$ cat config.mk
export PLATFORM = sky130hd
export DESIGN_NAME = fetch_decode_stage
export DESIGN_NICKNAME = d
export VERILOG_FILES = /design/src/rtl/fetch_decode_stage_pkg.sv /design/src/rtl/fd_bundle_reg.sv /design/src/rtl/fetch_decode_stage.sv
export SDC_FILE = /design/constraint.sdc
export NUM_CORES = 1
export LEC_CHECK = 0
export ABC_AREA = 1
export BUFFER_PORTS_ARGS = -buffer_cell sky130_fd_sc_hd__buf_2
export CAP_MARGIN = 20
export CORE_ASPECT_RATIO = 2
export CORE_MARGIN = 2
export CORE_UTILIZATION = 45
export DETAILED_ROUTE_END_ITERATION = 7
export PLACE_DENSITY = 0.71
export SYNTH_ARGS = -nofsm -noshare
export SYNTH_HDL_FRONTEND = slang
export SYNTH_SLANG_ARGS = --single-unit
$ cat constraint.sdc
create_clock -name clk -period 2.1 [get_ports clk]
set_input_delay 0.42 -clock clk [delete_from_list [all_inputs] [get_ports clk]]
set_output_delay 0.42 -clock clk [all_outputs]
set_load 0.01 [all_outputs]
$ cat src/rtl/fetch_decode_stage_pkg.sv
// Shared definitions for the fetch/decode pipeline stage.
//   - default bundle field widths and the bubble / halt encodings
//   - fd_bundle_t: one fetch->decode bundle at the default widths; the
//     field order matches the flat bus packing used inside the stage
//   - fd_state_e: stage run state
package fetch_decode_stage_pkg;

    localparam int DEF_DATA_W = 10;
    localparam int DEF_REG_AW = 3;
    localparam int DEF_CNT_W  = 8;

    localparam logic [DEF_DATA_W-1:0] DEF_NOP_INSTR  = 10'b0100000000;
    localparam logic [DEF_DATA_W-1:0] DEF_HALT_INSTR = 10'b1111000000;

    typedef struct packed {
        logic [DEF_DATA_W-1:0] instr;
        logic [DEF_DATA_W-1:0] imm;
        logic [DEF_DATA_W-1:0] jmp_addr;
        logic [DEF_DATA_W-1:0] pc;
        logic [DEF_DATA_W-1:0] instr_addr;
        logic [DEF_REG_AW-1:0] rs1;
        logic [DEF_REG_AW-1:0] rs2;
    } fd_bundle_t;

    typedef enum logic {
        ST_RUN  = 1'b0,
        ST_HALT = 1'b1
    } fd_state_e;

endpackage

$ cat src/rtl/fd_bundle_reg.sv
// One bundle slot of the stage's skid buffer.
// Ports:
//   clk    - rising-edge clock
//   load   - capture d and mark the slot valid
//   clear  - empty the slot and zero its data (wins over load)
//   d      - flat bundle to capture
//   q      - held bundle
//   valid  - slot occupied
// Reset is applied by the parent through clear.
module fd_bundle_reg #(
    parameter int W = 8
) (
    input  logic         clk,
    input  logic         load,
    input  logic         clear,
    input  logic [W-1:0] d,
    output logic [W-1:0] q,
    output logic         valid
);

    always_ff @(posedge clk) begin
        if (clear) begin
            valid <= 1'b0;
            q     <= '0;
        end else if (load) begin
            valid <= 1'b1;
            q     <= d;
        end
    end

endmodule

$ cat src/rtl/fetch_decode_stage.sv
// Fetch -> decode pipeline register with a two-entry skid buffer.
// MAIN drives the decode outputs, SKID catches a bundle accepted while MAIN
// is stalled, so in_ready can be a flop without losing data.
// Ports:
//   clk, rst                     - clock, synchronous active-high reset
//   in_valid / in_ready          - fetch handshake (in_ready registered)
//   in_instr .. in_instr_addr    - fetch bundle fields (DATA_W)
//   in_rs1, in_rs2               - read-register indices (REG_AW)
//   flush                        - squash both entries and any same-cycle input
//   halt_req                     - squash and park the stage in HALT
//   out_valid / out_ready        - decode handshake
//   out_instr .. out_instr_addr  - decode bundle fields (DATA_W)
//   out_rs1, out_rs2             - decode register indices (REG_AW)
//   bubble_cnt                   - saturating count of flush cycles
module fetch_decode_stage
    import fetch_decode_stage_pkg::*;
#(
    parameter int                 DATA_W     = DEF_DATA_W,
    parameter int                 REG_AW     = DEF_REG_AW,
    parameter logic [DATA_W-1:0]  NOP_INSTR  = DATA_W'(DEF_NOP_INSTR),
    parameter logic [DATA_W-1:0]  HALT_INSTR = DATA_W'(DEF_HALT_INSTR),
    parameter int                 CNT_W      = DEF_CNT_W
) (
    input  logic              clk,
    input  logic              rst,
    input  logic              in_valid,
    output logic              in_ready,
    input  logic [DATA_W-1:0] in_instr,
    input  logic [DATA_W-1:0] in_imm,
    input  logic [DATA_W-1:0] in_jmp_addr,
    input  logic [DATA_W-1:0] in_pc,
    input  logic [DATA_W-1:0] in_instr_addr,
    input  logic [REG_AW-1:0] in_rs1,
    input  logic [REG_AW-1:0] in_rs2,
    input  logic              flush,
    input  logic              halt_req,
    output logic              out_valid,
    input  logic              out_ready,
    output logic [DATA_W-1:0] out_instr,
    output logic [DATA_W-1:0] out_imm,
    output logic [DATA_W-1:0] out_jmp_addr,
    output logic [DATA_W-1:0] out_pc,
    output logic [DATA_W-1:0] out_instr_addr,
    output logic [REG_AW-1:0] out_rs1,
    output logic [REG_AW-1:0] out_rs2,
    output logic [CNT_W-1:0]  bubble_cnt
);

    localparam int BW = 5*DATA_W + 2*REG_AW;

    fd_state_e state_q, state_d;

    logic [BW-1:0] in_bus, main_d, main_q, skid_q;
    logic          main_vld, skid_vld;
    logic          main_ld, main_clr, skid_ld, skid_clr;
    logic          in_fire, out_fire, kill, skid_vld_next;
    logic [DATA_W-1:0] last_addr;

    logic [DATA_W-1:0] m_instr, m_imm, m_jmp_addr, m_pc, m_instr_addr;
    logic [REG_AW-1:0] m_rs1, m_rs2;

    // Same field order as fd_bundle_t.
    assign in_bus = {in_instr, in_imm, in_jmp_addr, in_pc, in_instr_addr, in_rs1, in_rs2};
    assign {m_instr, m_imm, m_jmp_addr, m_pc, m_instr_addr, m_rs1, m_rs2} = main_q;

    assign in_fire  = in_valid && in_ready;
    assign out_fire = main_vld && out_ready;
    // In HALT both slots are already empty, so flush there is harmless.
    assign kill     = flush || (halt_req && state_q == ST_RUN);

    // ---------------- state machine ----------------
    always_ff @(posedge clk) begin
        if (rst) state_q <= ST_RUN;
        else     state_q <= state_d;
    end

    always_comb begin
        state_d = state_q;
        if (state_q == ST_RUN && halt_req) state_d = ST_HALT;
    end

    // ---------------- skid buffer control ----------------
    always_comb begin
        main_ld  = 1'b0;
        main_clr = 1'b0;
        main_d   = in_bus;
        skid_ld  = 1'b0;
        skid_clr = 1'b0;
        if (rst || kill) begin
            main_clr = 1'b1;
            skid_clr = 1'b1;
        end else if (out_fire || !main_vld) begin
            // MAIN is free this edge: oldest bundle (SKID) goes first.
            if (skid_vld) begin
                main_ld  = 1'b1;
                main_d   = skid_q;
                skid_clr = 1'b1;
            end else if (in_fire) begin
                main_ld  = 1'b1;
            end else begin
                main_clr = 1'b1;
            end
        end else if (in_fire) begin
            skid_ld = 1'b1;
        end
    end

    assign skid_vld_next = skid_ld || (skid_vld && !skid_clr);

    fd_bundle_reg #(.W(BW)) u_main (
        .clk   (clk),
        .load  (main_ld),
        .clear (main_clr),
        .d     (main_d),
        .q     (main_q),
        .valid (main_vld)
    );

    fd_bundle_reg #(.W(BW)) u_skid (
        .clk   (clk),
        .load  (skid_ld),
        .clear (skid_clr),
        .d     (in_bus),
        .q     (skid_q),
        .valid (skid_vld)
    );

    // ---------------- registered side state ----------------
    always_ff @(posedge clk) begin
        if (rst) begin
            in_ready   <= 1'b0;
            last_addr  <= '0;
            bubble_cnt <= '0;
        end else begin
            in_ready <= !skid_vld_next && (state_d == ST_RUN);
            // A bundle squashed in its arrival cycle never counts as accepted.
            if (in_fire && !kill)
                last_addr <= in_instr_addr;
            if (flush && bubble_cnt != {CNT_W{1'b1}})
                bubble_cnt <= bubble_cnt + 1'b1;
        end
    end

    // ---------------- output mux ----------------
    always_comb begin
        out_valid      = 1'b0;
        out_instr      = NOP_INSTR;
        out_imm        = '0;
        out_jmp_addr   = '0;
        out_pc         = '0;
        out_instr_addr = last_addr;
        out_rs1        = '0;
        out_rs2        = '0;
        if (state_q == ST_HALT) begin
            out_valid      = 1'b1;
            out_instr      = HALT_INSTR;
            out_instr_addr = '0;
        end else if (main_vld) begin
            out_valid      = 1'b1;
            out_instr      = m_instr;
            out_imm        = m_imm;
            out_jmp_addr   = m_jmp_addr;
            out_pc         = m_pc;
            out_instr_addr = m_instr_addr;
            out_rs1        = m_rs1;
            out_rs2        = m_rs2;
        end
    end

endmodule

**Word level (Yosys, flattened, before mapping)**

Index checks and enable logic that the tools add are counted.

- Flip-flop bits (word level): 134
- Output and inout port bits: 66
- Logic and storage cells: 60
- Input bits: 62

- Bitwise gates (word level): 2
- Add/subtract/negate cells: 1
- Eq/ne operators: 1
- Reductions and logical operators: 15
- Muxes and demuxes: 33

Operators with widths:

| operator | count |
|---|---|
| 56-bit 2-to-1 mux | 3 |
| 10-bit 2-to-1 mux | 10 |
| 1-bit 2-to-1 mux | 16 |
| 3-bit 2-to-1 mux | 4 |
| 8-bit by 1-bit adder with 8-bit output (second input constant) | 1 |
| 8-bit != test (second input constant) | 1 |
| 1-bit logical AND | 7 |
| 1-bit logical NOT | 4 |
| 1-bit logical OR | 4 |
| 1-bit NOT | 2 |

**Longest topological paths before layout**

- Depth in word-level cells: 10
- Gate-level depth with buffers: 11
- Depth with buffers taken out: 8

**By module**

From an unflattened synthesis, not the netlist that was laid out.

- Cell total of the unflattened synthesis: 1161
- Area total of the unflattened synthesis: 6844.1 um2

By module, submodules not included:

| module | area an instance (um2) | seq. area each (um2) | cells each | times used |
|---|---|---|---|---|
| fd_bundle_reg | 2331.0 | 1141.1 | 359 | 2 |
| fetch_decode_stage | 2182.1 | 400.4 | 443 | 1 |

**Least setup slack after synthesis**

Ideal clock, no wire load.

- Path type: reg-to-output
- Start: reg u_main.valid
- End: out out_instr_addr[0]
- Data required time: 1.680 ns
- Arrival time: 1.245 ns
- Setup slack: 0.435 ns
- Path buffers: 2
- Cell stages (with the launch flop): 7
- Path through: dfxtp_1 clkbuf_1 inv_1 nor2_1 clkbuf_1 nand2_1 o21ai_0

- Longest elaborated chain between the ends: 2

RTL lines:

| element | line | RTL |
|---|---|---|
| start, declared | fd_bundle_reg.sv:18 | `output logic valid` |
| start signal, assigned | fd_bundle_reg.sv:23 | `valid <= 1'b0;` |
| start signal, assigned | fd_bundle_reg.sv:26 | `valid <= 1'b1;` |
| 10-bit 2-to-1 mux | fetch_decode_stage.sv:158 | `end else if (main_vld) begin` |
| 10-bit 2-to-1 mux | fetch_decode_stage.sv:154 | `if (state_q == ST_HALT) begin` |
| end, declared | fetch_decode_stage.sv:43 | `output logic [DATA_W-1:0] out_instr_addr,` |

Every way passes these cells.

**Final worst setup path**

- Start: reg u_main.valid
- End: out out_pc[8]

- Longest elaborated chain between the ends: 2

RTL lines:

| element | line | RTL |
|---|---|---|
| 10-bit 2-to-1 mux | fetch_decode_stage.sv:158 |  |
| 10-bit 2-to-1 mux | fetch_decode_stage.sv:154 |  |
| end, declared | fetch_decode_stage.sv:42 | `output logic [DATA_W-1:0] out_pc,` |

Every way passes these cells.

==> run metrics <==
routed length per instance 13.4 microns; DP Worst Slack 0.211 ns; Net count, final 1151; Post-synth EDFFs 0; Area contributors post-synth dfxtp_1, nand2_1, nor2_1; register area share after synthesis 42.3%; # hold bufs at CTS 0; area grow syn2layout 21.3%; layout cells sized above 1 18.3%; Synth Area in Compound Gates 12.1%; num rows 61; via count 6329; CP startpoint kind flip-flop; unique cell type count in the Yosys netlist 25; Post-synth ARST share 0%; cell accounting for the most synthesized area dfxtp_1; Post-Synth Adder-Cell Area 0.197%; WP data required 1.68 ns; DRC 0; Final Skew 0.0108 ns; crit path max fanout 25; Root Driver clkbuf_16; Longest Clk Path Bufs 2; hold_sp rst; worst vdd ir 0.595 mV; Finished Layout Cells 1290; Setup WS post-layout 0.188 ns; Initial Util 45.9%; Min-Delay Path Class in -> reg; IO Pins 128; Tmin final 1.91 ns; vias in the first global route 5935; Mean Syn Cell Area 6.44 sq um; die height 172 microns; Reg2Reg Depth 7; synth warn 0; Final GP Congestion 0.848; post-synthesis register bit count 134; mapped cell area 0.00634 sq mm; CTS buffer count 17; status finished, final reports clean; vias per cell 4.91; clock latency on the worst-skew pair 0.41 ns; port bufs 127; post-synthesis net count 1047; Syn Inst Count 984; RSZ-0062 raised after global routing no; final hold vios 0; CTS tree yes; Relative slew margins 42.8%; gr usage total 23.7%; DR iter-0 viols 455; Die Area 0.0151 sq mm; Reg-to-Reg Start state_q; slew of the pin with the lowest slew margin 0.856 ns; WP data arrival 1.49 ns; max-cap violations 0; first-pass GRT wire length 28.3 mm; post-synthesis simple-gate area fraction 34.3%; worst reg-to-reg setup slack 0.34 ns; gr ovfl total 0; crit end category output pin; Final ANT Viol Nets 0; mux contribution to synthesized area 0%; f_max 523 MHz; Post-CTS Setup Bufs 0; leakage 0.00387 uW; kind of critical path reg -> out; XOR/XNOR share of the synthesized area 0.276%; Top FF cell, synth dfxtp_1; hold path depth 2; clk sink count 134; die width 87.9 microns; Max Slew Vio Count 0; Pwr Density 735 mW/mm^2; Pre-antenna DRT Iters 5; Hold EP state_q; initial antenna violation count 0; r2r endpoint u_skid.q[22]; endpoints failing setup 0; Core Area 0.0138 sq mm; # diodes 0; largest net degree at the start of global routing 47; overall routed net length 17.2 mm; clk slew on worst S/H paths 0.06 ns; final setup TNS 0 ns; Design Power 5660 uW; DPL Wire Length 11.5 mm; final core utilization 55.7%; share of the synthesized area in the top cell type 42.3%; placed cells 1258; fin crit share 91.0%; Max H-tree Level 4; combinational family with the most area after synthesis simple AND/OR/NAND/NOR gates
==> cell usage after synthesis (2+ instances only) <==
cell type / count
a21oi_1: 16
a21oi_2: 2
buf_1: 3
buf_2: 18
buf_4: 12
buf_6: 8
clkbuf_1: 26
dfxtp_1: 134
inv_1: 77
inv_2: 5
nand2_1: 305
nand3_1: 62
nor2_1: 168
nor2_2: 2
nor3_1: 3
o21ai_0: 103
o21ai_1: 31
xor2_1: 2
==> per-stage QoR <==
step           area [sq um]  hold WS, ns
2_1_floorplan          6340        0.424
3_3_place_gp           7130        0.431
3_5_place_dp           7130        0.438
4_1_cts                7690        0.236
5_1_grt                7690        0.253
6_report               7690        0.245
==> area by class of cell <==
cell class                      instances  area (sq um)
Multi-Input combinational cell        701          3010
Timing Repair Buffer                  152           898
Clock buffer                           18           429
Inverter                               82           308
Fill cell                            1418          6120
Sequential cell                       134          2690
Tap cell                              189           236
Clock inverter                         14           128
==> layer usage <==
metal  wire length, microns  up-vias  share of wire, %  global-route usage [%]
met4                    531        0               3.1                    10.4
li1                       -     3269                 -                       -
met2                   9150      169                53                    44.3
met5                      0        -                 0                       0
met1                   6940     2861                40                    25.4
met3                    620       30               3.6                    3.82
==> critical path, cell delays in order (launching register included) <==
cell	delay, ns
dfxtp_2	0.36
buf_4	0.30
nand2_1	0.17
nor2_1	0.12
buf_2	0.14
==> worst max-delay path by stage <==
stage | to | startpoint | cells past startpoint | slack, ns
4_1_cts | out_instr_addr[7] | state_q | 4 | 0.02
3_3_place_gp | u_skid.q[3] | rst | 7 | 0.26
6_report | out_pc[8] | u_main.valid | 4 | 0.19
5_1_grt | out_instr_addr[7] | u_main.valid | 6 | 0.07
2_1_floorplan | out_instr_addr[0] | u_main.valid | 6 | 0.43
3_5_place_dp | u_skid.q[47] | rst | 7 | 0.21
==> sequential cells by signal (all words and copies together) (netlist names) <==
register and flops:
u_main.q 56, u_skid.q 56, last_addr 10, bubble_cnt 8
in_ready 1, state_q 1, u_main.valid 1, u_skid.valid 1
==> logic make-up (layout without fill, tap and decap cells) <==
family | after synthesis | in the layout
AOI/OAI and AO/OA | 152 | 152
xor gates and xnor gates | 2 | 2
adders and majority gates | 1 | 1
buffers and inverters | 149 | 266
DFF | 134 | 134
and+or+nand+nor | 546 | 546
==> placed cells by master, fill, tap and decap left out <==
master      synthesis  layout
a21oi_1            16      16
a21oi_4             0       2
buf_12              0       6
buf_2              18     127
buf_4              12      19
bufinv_16           0       1
clkbuf_1           26       1
clkbuf_16           0      17
clkinv_2            0       3
clkinv_4            0       4
clkinvlp_4          0       4
dfxtp_1           134     132
dfxtp_2             0       2
ha_1                1       1
inv_1              77      77
inv_2               5       5
inv_6               0       2
nand2_1           305     303
nand2_2             1       3
nand2_4             1       1
nand3_1            62      62
nand3_4             1       1
nand4_1             1       1
nor2_1            168     167
nor2_4              1       4
nor3_1              3       3
nor3b_1             1       1
o21ai_0           103     102
o21ai_1            31      32
xor2_1              2       2
==> where the power goes <==
group | switching, uW | internal [uW] | total [uW]
clock network | 1140 | 1630 | 2770
registers | 13.8 | 2570 | 2580
logic | 196 | 106 | 302
total | 1350 | 4310 | 5660
==> timing repair <==
item                                    in CTS  in global routing
pin swaps                                    0                  0
endpoints found under the setup margin       1                  4
gates resized for setup                      1                  1
Power figures use the tool's default switching activity.
